### config.mk
export PLATFORM = sky130hd
export DESIGN_NAME = alu_sequencer
export DESIGN_NICKNAME = d
export VERILOG_FILES = /design/src/rtl/seq_pkg.sv /design/src/rtl/regfile_32x32.sv /design/src/rtl/alu_sequencer.sv
export SDC_FILE = /design/constraint.sdc
export NUM_CORES = 2
export LEC_CHECK = 0
export BUFFER_PORTS_ARGS = -buffer_cell sky130_fd_sc_hd__buf_2
export CAP_MARGIN = 30
export CORE_MARGIN = 2
export CORE_UTILIZATION = 62
export DETAILED_ROUTE_END_ITERATION = 7
export PLACE_DENSITY = 0.8
export REMOVE_ABC_BUFFERS = 1
export SLEW_MARGIN = 20
export SYNTH_ARGS = -nofsm -noshare
export SYNTH_HDL_FRONTEND = slang
export SYNTH_SLANG_ARGS = --single-unit
### constraint.sdc
create_clock -name clk -period 5.44 [get_ports clk]
set_input_delay 1.088 -clock clk [delete_from_list [all_inputs] [get_ports clk]]
set_output_delay 1.088 -clock clk [all_outputs]
set_load 0.01 [all_outputs]
### src/rtl/seq_pkg.sv
// Shared types and encodings for the ALU sequencer: FSM states, the RV32 opcode
// and function fields it accepts, and the error codes it reports.
package seq_pkg;

    typedef enum logic [2:0] {
        FETCH,
        DECODE,
        READ,
        ISSUE,
        WAIT,
        WB,
        HALT
    } seq_state_t;

    localparam logic [6:0] OPC_OP  = 7'h33;
    localparam logic [6:0] OPC_JAL = 7'h6F;

    localparam logic [2:0] F3_ADD_SUB = 3'd0;
    localparam logic [2:0] F3_XOR     = 3'd4;
    localparam logic [2:0] F3_OR      = 3'd6;
    localparam logic [2:0] F3_AND     = 3'd7;

    localparam logic [6:0] F7_BASE = 7'h00;
    localparam logic [6:0] F7_SUB  = 7'h20;

    localparam logic [1:0] ERR_NONE    = 2'b00;
    localparam logic [1:0] ERR_ILLEGAL = 2'b01;
    localparam logic [1:0] ERR_TIMEOUT = 2'b10;

    // Only the five register-register ops the ALU implements, plus jal.
    function automatic logic is_legal(input logic [31:0] instr);
        logic legal;
        legal = 1'b0;
        if (instr[6:0] == OPC_JAL) begin
            legal = 1'b1;
        end else if (instr[6:0] == OPC_OP) begin
            case (instr[14:12])
                F3_ADD_SUB: legal = (instr[31:25] == F7_BASE) || (instr[31:25] == F7_SUB);
                F3_XOR,
                F3_OR,
                F3_AND:     legal = (instr[31:25] == F7_BASE);
                default:    legal = 1'b0;
            endcase
        end
        return legal;
    endfunction

endpackage

### src/rtl/regfile_32x32.sv
// 32 x 32-bit register file: two combinational read ports, one clocked write
// port, x0 hardwired to zero.
module regfile_32x32 (
    input  logic        clk,
    input  logic        resetn,
    input  logic [4:0]  raddr1,
    output logic [31:0] rdata1,
    input  logic [4:0]  raddr2,
    output logic [31:0] rdata2,
    input  logic        we,
    input  logic [4:0]  waddr,
    input  logic [31:0] wdata
);

    logic [31:0] mem_q [1:31];
    logic [31:0] mem_d [1:31];

    // NOTE: every combinational output gets a default before any condition, so no latch is inferred.
    always_comb begin
        mem_d = mem_q;
        if (we && (waddr != 5'd0)) begin
            mem_d[waddr] = wdata;
        end
    end

    // NOTE: the array is deliberately reset, since a reset must leave x1-x31 at zero architecturally.
    always_ff @(posedge clk or negedge resetn) begin
        if (!resetn) begin
            mem_q <= '{default: '0};
        end else begin
            mem_q <= mem_d;
        end
    end

    assign rdata1 = (raddr1 == 5'd0) ? 32'h0 : mem_q[raddr1];
    assign rdata2 = (raddr2 == 5'd0) ? 32'h0 : mem_q[raddr2];

endmodule

### src/rtl/alu_sequencer.sv
// Multi-cycle control path: fetch, decode, operand read, ALU issue, wait for
// the result, write back and advance pc. Any error parks the FSM in HALT.
module alu_sequencer
    import seq_pkg::*;
#(
    parameter logic [31:0] RESET_PC    = 32'h0000_0000,
    parameter int unsigned ALU_TIMEOUT = 8
) (
    input  logic        clk,
    input  logic        resetn,
    output logic        imem_req,
    output logic [31:0] imem_addr,
    input  logic        imem_ready,
    input  logic [31:0] imem_rdata,
    output logic        alu_valid,
    output logic [31:0] alu_instruction,
    output logic [31:0] alu_pc,
    output logic [31:0] alu_rs1,
    output logic [31:0] alu_rs2,
    input  logic [31:0] alu_result,
    input  logic [31:0] alu_next_pc,
    input  logic        alu_result_valid,
    input  logic        alu_is_jump,
    output logic        retire,
    output logic [31:0] retired_count,
    output logic        halted,
    output logic [1:0]  err_code
);

    seq_state_t  state_q, state_d;
    logic [31:0] pc_q, pc_d;
    logic [31:0] ir_q, ir_d;
    logic [31:0] res_q, res_d;
    logic [31:0] npc_q, npc_d;
    logic [31:0] timer_q, timer_d;
    logic [31:0] count_q, count_d;
    logic [31:0] instr_q, instr_d;
    logic [31:0] apc_q, apc_d;
    logic [31:0] rs1_q, rs1_d;
    logic [31:0] rs2_q, rs2_d;
    logic [1:0]  err_q, err_d;

    logic        fetch_req;
    logic        rf_we;
    logic        is_jal;
    logic [31:0] rf_rdata1, rf_rdata2;

    // No jump counter is exposed on this block, so the ALU's jump flag has no consumer here.
    logic unused_is_jump;
    assign unused_is_jump = alu_is_jump;

    regfile_32x32 u_regfile (
        .clk    (clk),
        .resetn (resetn),
        .raddr1 (ir_q[19:15]),
        .rdata1 (rf_rdata1),
        .raddr2 (ir_q[24:20]),
        .rdata2 (rf_rdata2),
        .we     (rf_we),
        .waddr  (ir_q[11:7]),
        .wdata  (res_q)
    );

    assign is_jal = (ir_q[6:0] == OPC_JAL);

    always_comb begin
        state_d   = state_q;
        pc_d      = pc_q;
        ir_d      = ir_q;
        res_d     = res_q;
        npc_d     = npc_q;
        timer_d   = timer_q;
        count_d   = count_q;
        instr_d   = instr_q;
        apc_d     = apc_q;
        rs1_d     = rs1_q;
        rs2_d     = rs2_q;
        err_d     = err_q;
        fetch_req = 1'b0;
        alu_valid = 1'b0;
        retire    = 1'b0;
        rf_we     = 1'b0;

        case (state_q)
            FETCH: begin
                fetch_req = 1'b1;
                if (imem_ready) begin
                    ir_d    = imem_rdata;
                    state_d = DECODE;
                end
            end
            DECODE: begin
                if (is_legal(ir_q)) begin
                    state_d = READ;
                end else begin
                    err_d   = ERR_ILLEGAL;
                    state_d = HALT;
                end
            end
            READ: begin
                rs1_d   = is_jal ? 32'h0 : rf_rdata1;
                rs2_d   = is_jal ? 32'h0 : rf_rdata2;
                instr_d = ir_q;
                apc_d   = pc_q;
                state_d = ISSUE;
            end
            ISSUE: begin
                alu_valid = 1'b1;
                timer_d   = 32'h0;
                state_d   = WAIT;
            end
            WAIT: begin
                // A result in the same cycle the budget runs out still wins.
                if (alu_result_valid) begin
                    res_d   = alu_result;
                    npc_d   = alu_next_pc;
                    state_d = WB;
                end else if ((timer_q + 32'd1) >= ALU_TIMEOUT) begin
                    err_d   = ERR_TIMEOUT;
                    state_d = HALT;
                end else begin
                    timer_d = timer_q + 32'd1;
                end
            end
            WB: begin
                rf_we   = 1'b1;
                retire  = 1'b1;
                pc_d    = npc_q;
                count_d = count_q + 32'd1;
                state_d = FETCH;
            end
            HALT: begin
                state_d = HALT;
            end
            default: begin
                state_d = HALT;
            end
        endcase
    end

    // NOTE: state registers use non-blocking assignments so every flop samples pre-edge values.
    always_ff @(posedge clk or negedge resetn) begin
        if (!resetn) begin
            state_q <= FETCH;
            pc_q    <= RESET_PC;
            ir_q    <= '0;
            res_q   <= '0;
            npc_q   <= '0;
            timer_q <= '0;
            count_q <= '0;
            instr_q <= '0;
            apc_q   <= '0;
            rs1_q   <= '0;
            rs2_q   <= '0;
            err_q   <= ERR_NONE;
        end else begin
            state_q <= state_d;
            pc_q    <= pc_d;
            ir_q    <= ir_d;
            res_q   <= res_d;
            npc_q   <= npc_d;
            timer_q <= timer_d;
            count_q <= count_d;
            instr_q <= instr_d;
            apc_q   <= apc_d;
            rs1_q   <= rs1_d;
            rs2_q   <= rs2_d;
            err_q   <= err_d;
        end
    end

    // The FETCH state is the reset state, so the request is masked while reset is held.
    assign imem_req        = fetch_req && resetn;
    assign imem_addr       = pc_q;
    assign alu_instruction = instr_q;
    assign alu_pc          = apc_q;
    assign alu_rs1         = rs1_q;
    assign alu_rs2         = rs2_q;
    assign retired_count   = count_q;
    assign halted          = (state_q == HALT);
    assign err_code        = err_q;

endmodule

* After elaboration in Yosys (flattened, before gate mapping)
Index checks and enable logic that the tools add are counted.
** Operators by class
- Order comparisons :: 5
- Equality and inequality tests :: 18
- Mux-type cells :: 32
- Add/sub/neg operators :: 2
- Bitwise gates (word level) :: 3
- Reduce and logical (&&, ||, !) cells :: 18
** Operators by type and width (count)
- 992-bit bitwise mux :: 1
- 32-bit two-way mux :: 11
- 32-bit binary-select mux with 5-bit select :: 2
- 32-bit demux with 5-bit select :: 1
- 32-bit by 1-bit adder with 32-bit output (second input constant) :: 2
- 32-bit case mux with 2 select lines :: 1
- 32-bit by 4-bit greater-or-equal comparator with 1-bit output (second input constant) :: 1
- 3-bit equality test (second input constant) :: 6
- 6-bit greater-or-equal comparator (second input constant) :: 3
- 5-bit inverter with 6-bit output :: 3
- 3-bit case mux with 6 select lines :: 1
- 7-bit by 6-bit equality test with 1-bit output (second input constant) :: 2
- 3-bit two-way mux :: 4
- 5-bit logical NOT :: 2
- 2-bit != test (second input constant) :: 5
- 7-bit equality test (second input constant) :: 1
- 7-bit logical NOT :: 1
- 3-bit by 2-bit equality test with 1-bit output (second input constant) :: 2
- 3-bit logical NOT :: 2
- 6-bit by 1-bit less-than comparator with 1-bit output (second input constant) :: 1
- 1-bit two-way mux :: 6
- 2-bit two-way mux :: 3
- 2-bit AND reduction :: 3
- 5-bit nonzero test :: 1
- other kinds (10) :: 13
** Word-level totals
- Output and inout port bits :: 198
- Flip-flop bits (word level) :: 1317
- Input bits :: 101
- Logic and storage cells :: 121

* Logic depth before layout (Yosys ltp)
- Depth after elaboration :: 8
- Gate-level depth with buffers :: 11
- Gate-level depth less buffers :: 10

* Cells and area by module
A second synthesis with hierarchy kept.
** Unflattened totals
- Cell total of the unflattened synthesis :: 4867
- Area, all modules :: 66193.5 um^2
** By module, submodules not included
- regfile_32x32 :: cells an instance 3624, seq. area each 24823.8 um^2, area an instance 53000.8 um^2, instances 1
- alu_sequencer :: cells an instance 1243, seq. area each 8132.8 um^2, area an instance 13192.7 um^2, instances 1

* Worst setup path after synthesis
Ideal clock, no wire load.
- Path type :: flip-flop to output port
- Start :: register state_q[0]
- End :: output port retire
- Cell stages (with the launch flop) :: 6
- Arrival :: 1.574 ns
- Path slack :: 2.778 ns
- Buffers on the path :: 3
- Cells stage by stage :: dfrtp_1 -> clkbuf_1 -> nand3_1 -> inv_1 -> clkbuf_1 -> buf_1
** On the way
- Longest elaborated chain between the ends :: 2
** Ends and longest elaborated chain
- start: declaration :: RTL line alu_sequencer.sv:30 : seq_state_t state_q, state_d;
- start signal: assignment :: RTL line alu_sequencer.sv:157 : state_q <= state_d;
- 3-bit equality test :: RTL line alu_sequencer.sv:84 : case (state_q)
- 1-bit two-way mux :: RTL line alu_sequencer.sv:84
- end: declaration :: RTL line alu_sequencer.sv:24 : output logic retire,
Every way passes these cells.

* Worst setup path in the final report
- Start :: register state_q[1]
- End :: register u_regfile.mem_q[579] in the netlist's numbering
** On the way
- Longest elaborated chain between the ends :: 3
** Ends and longest elaborated chain
- 3-bit equality test :: RTL line alu_sequencer.sv:84
- 1-bit two-way mux :: RTL line alu_sequencer.sv:84
- 1-bit logical AND :: RTL line regfile_32x32.sv:21 : if (we && (waddr != 5'd0)) begin
- end signal: assignment :: RTL line regfile_32x32.sv:31 : mem_q <= mem_d;
- end: declaration :: RTL line regfile_32x32.sv:15 : logic [31:0] mem_q [1:31];
Every way passes these cells.
A chain may end at the register's enable or synchronous reset.

==> flow_summary.yaml <==
drt:
  routed_wl_um: 176000
  antenna_left: 0
  via_count: 40700
  drc: 0
  first_iter_violations: 4016
  wire_per_inst_um: 30.1
  first_pass_iters: 7
  vias_per_cell: 6.96
critical_path:
  crit_fanout: 36
  worst-path-buf-inv: 4
  r2r_setup_slack_ps: 1600
  crit_family: "simple AND/OR/NAND/NOR gates"
  cpPeakStageDelay_ps: 960
  crit_chain: "inv_1, nand3_1, buf_4, inv_1, nand3b_1, nor2_4, buf_4, mux2_2"
  crit_type: "reg2reg"
  cp.arrival_ps: 4450
  cp-start-kind: "register"
  critPathCaptureType: "register"
  r2r_cells: 8
  required_ps: 6050
  path_depth: 8
  crit_slowest_cell: "nor2_4"
clock_network:
  ctsHoldBuffers: 0
  clk_latency_ps: 760
  h-tree-depth: 4
  cts_buffers: 139
  cts_tree: "yes"
  post_cts_buffers: 0
  clockBufferDepth: 3
  root_buffer: "clkbuf_16"
  numClockSinks: 1317
  clk_pin_slew_ps: 60
  cts_resized: 0
synthesis:
  synth_area_leaders: "dfrtp_1 50%, mux2_2 21%, mux4_2 20%"
  synth.most_common_cell: "dfrtp_1"
  yosysTopAreaCell: "dfrtp_1"
  syn_avg_cell_area_um2: 15.5
  ys_top_cells_by_count: "1317 x dfrtp_1, 1217 x mux2_2, 573 x mux4_2"
  synth_top_area_share: 0.504
  synth-edff-count: 0
  synth_top_flop_cell: "dfrtp_1"
  ys_seq_area_frac: 0.504
  ys_async_sr_fraction: 1.00
  yosysWarnings: 0
  netlist_area_um2: 65300
  ys_ff_latch: 1317
  synthCells: 4207
  ys_types: 59
global_routing:
  grt_pass1_wl_um: 266000
  grt_pass1_vias: 41700
  grt_usage: 0.333
  antenna_found_initial: 6
  grt_max_degree: 166
  overflow: 0
placed_design:
  gp_congestion: 0.838
  place_area_um2: 68300
  port_buffers: 297
  dp_hpwl_um: 99300
  post-place-ws_ps: 1730
pwr:
  p_comb_frac: 0.335
  internal_power_mw: 25.2
  p_per_area_nw_per_um2: 522
  seqPwrFrac: 0.404
  vdd_drop_max_uv: 454
  p_clk_frac: 0.261
  total_leakage_power_nw: 34.5
  p_sw_frac: 0.344
  p_sw_mw: 13.2
min_path:
  min-delay-path-class: "in2async"
timing:
  rsz0062_at_grt: "no"
  slew_violations: 0
  period_share: 0.706
  setup_violations: 0
  fin_ws_ps: 1600
  worst_pin_slew_ps: 1080
  min_period_ps: 3840
  hold_viol: 0
  fin_worst_skew_ps: 24.1
  max_slew_margin: 0.282
  fmax_mhz: 260
job:
  max_cap_viol_count: 0
finish:
  finalInstanceArea_um2: 73500
  antenna_cells: 0
  syn_to_final_growth_pct: 12.4
  nNetsFinal: 4452
  drive_above_1_share: 0.555
die:
  die_width_um: 329
  die_area_um2: 108000
  die-height_um: 329
  rows: 119
  core_area_um2: 105000
  pin_count: 299
  start_util: 0.622
status:
  outcome: "complete, no violations"
[cells by family after synthesis]
logic type,Yosys count,share of synthesized area
flops,1317,0.504
compound gates,167,0.0178
xor+xnor,38,0.00509
simple gates,411,0.0303
mux,1858,0.418
buf+inv,414,0.0244
fa+ha+maj,2,0.000383
[state kept, by name (all words and copies together) (netlist names)]
| name | count |
|---|---|
| timer_q | 32 |
| retired_count | 32 |
| imem_addr | 32 |
| ir_q | 32 |
| alu_rs2 | 32 |
| alu_pc | 32 |
| err_code | 2 |
| res_q | 32 |
| npc_q | 32 |
| state_q | 3 |
| alu_instruction | 32 |
| alu_rs1 | 32 |
| u_regfile.mem_q | 992 |
[metal layers]
layer  global-route usage  part of all wire
met5                    0           0.00030
met4                0.121             0.035
met3               0.0689             0.090
met2                0.509              0.47
met1                0.480              0.41
[final timing paths]
path,end,from
max in group asynchronous,res_q[20],resetn
min in group clk,imem_addr[26],npc_q[26]
min,npc_q[11],resetn
max,u_regfile.mem_q[579],state_q[1]
min reg2reg,imem_addr[26],npc_q[26]
max reg2reg,u_regfile.mem_q[579],state_q[1]
[cells in the final DEF, fill, tap and decap left out, types with 21 or more instances in the layout]
cell type / synthesis / layout
a22o_1: 60 / 60
buf_12: 0 / 22
buf_2: 20 / 296
buf_4: 2 / 61
clkbuf_1: 270 / 23
clkbuf_16: 0 / 149
clkbuf_8: 0 / 28
clkinv_2: 0 / 25
dfrtp_1: 1317 / 1307
mux2_2: 1217 / 1217
mux2i_1: 68 / 68
mux4_2: 573 / 573
nand2_1: 203 / 190
nand3_1: 31 / 23
nand4_1: 23 / 23
nor2_1: 39 / 35
nor2b_1: 33 / 30
o21ai_0: 69 / 68
xnor2_1: 21 / 21
[power groups by stage]
stage	registers, mW	clock network, mW	logic [mW]
CTS	15.9	10.1	12.2
finish	15.5	9.99	12.9
floorplan	16.0	0	7.52
global route	15.9	10.5	13.7
global placement	15.8	0	11.9
detailed placement	16.0	0	12.1
[per-stage QoR]
stage | hold WS (ps) | util | power [mW] | setup TNS (ps) | cells
floorplan | 435 | - | 23.5 | -537700 | 3804
global placement | 445 | 0.649 | 27.6 | 0 | 5569
detailed placement | 447 | 0.651 | 28.1 | 0 | 5579
CTS | 258 | 0.697 | 38.2 | 0 | 5827
global route | 277 | 0.700 | 40.0 | 0 | 5847
finish | 251 | 0.700 | 38.3 | 0 | 5847
[final cells by class]
cell class	instances	area [um^2]
clock buffers	200	4200
clock inverters	48	638
fillers	6733	31500
inverters	11	41.3
multi-input cells	2476	31000
flip-flops and latches	1317	33000
well taps	1391	1740
repair buffers	404	2840
Power figures use the tool's default switching activity.
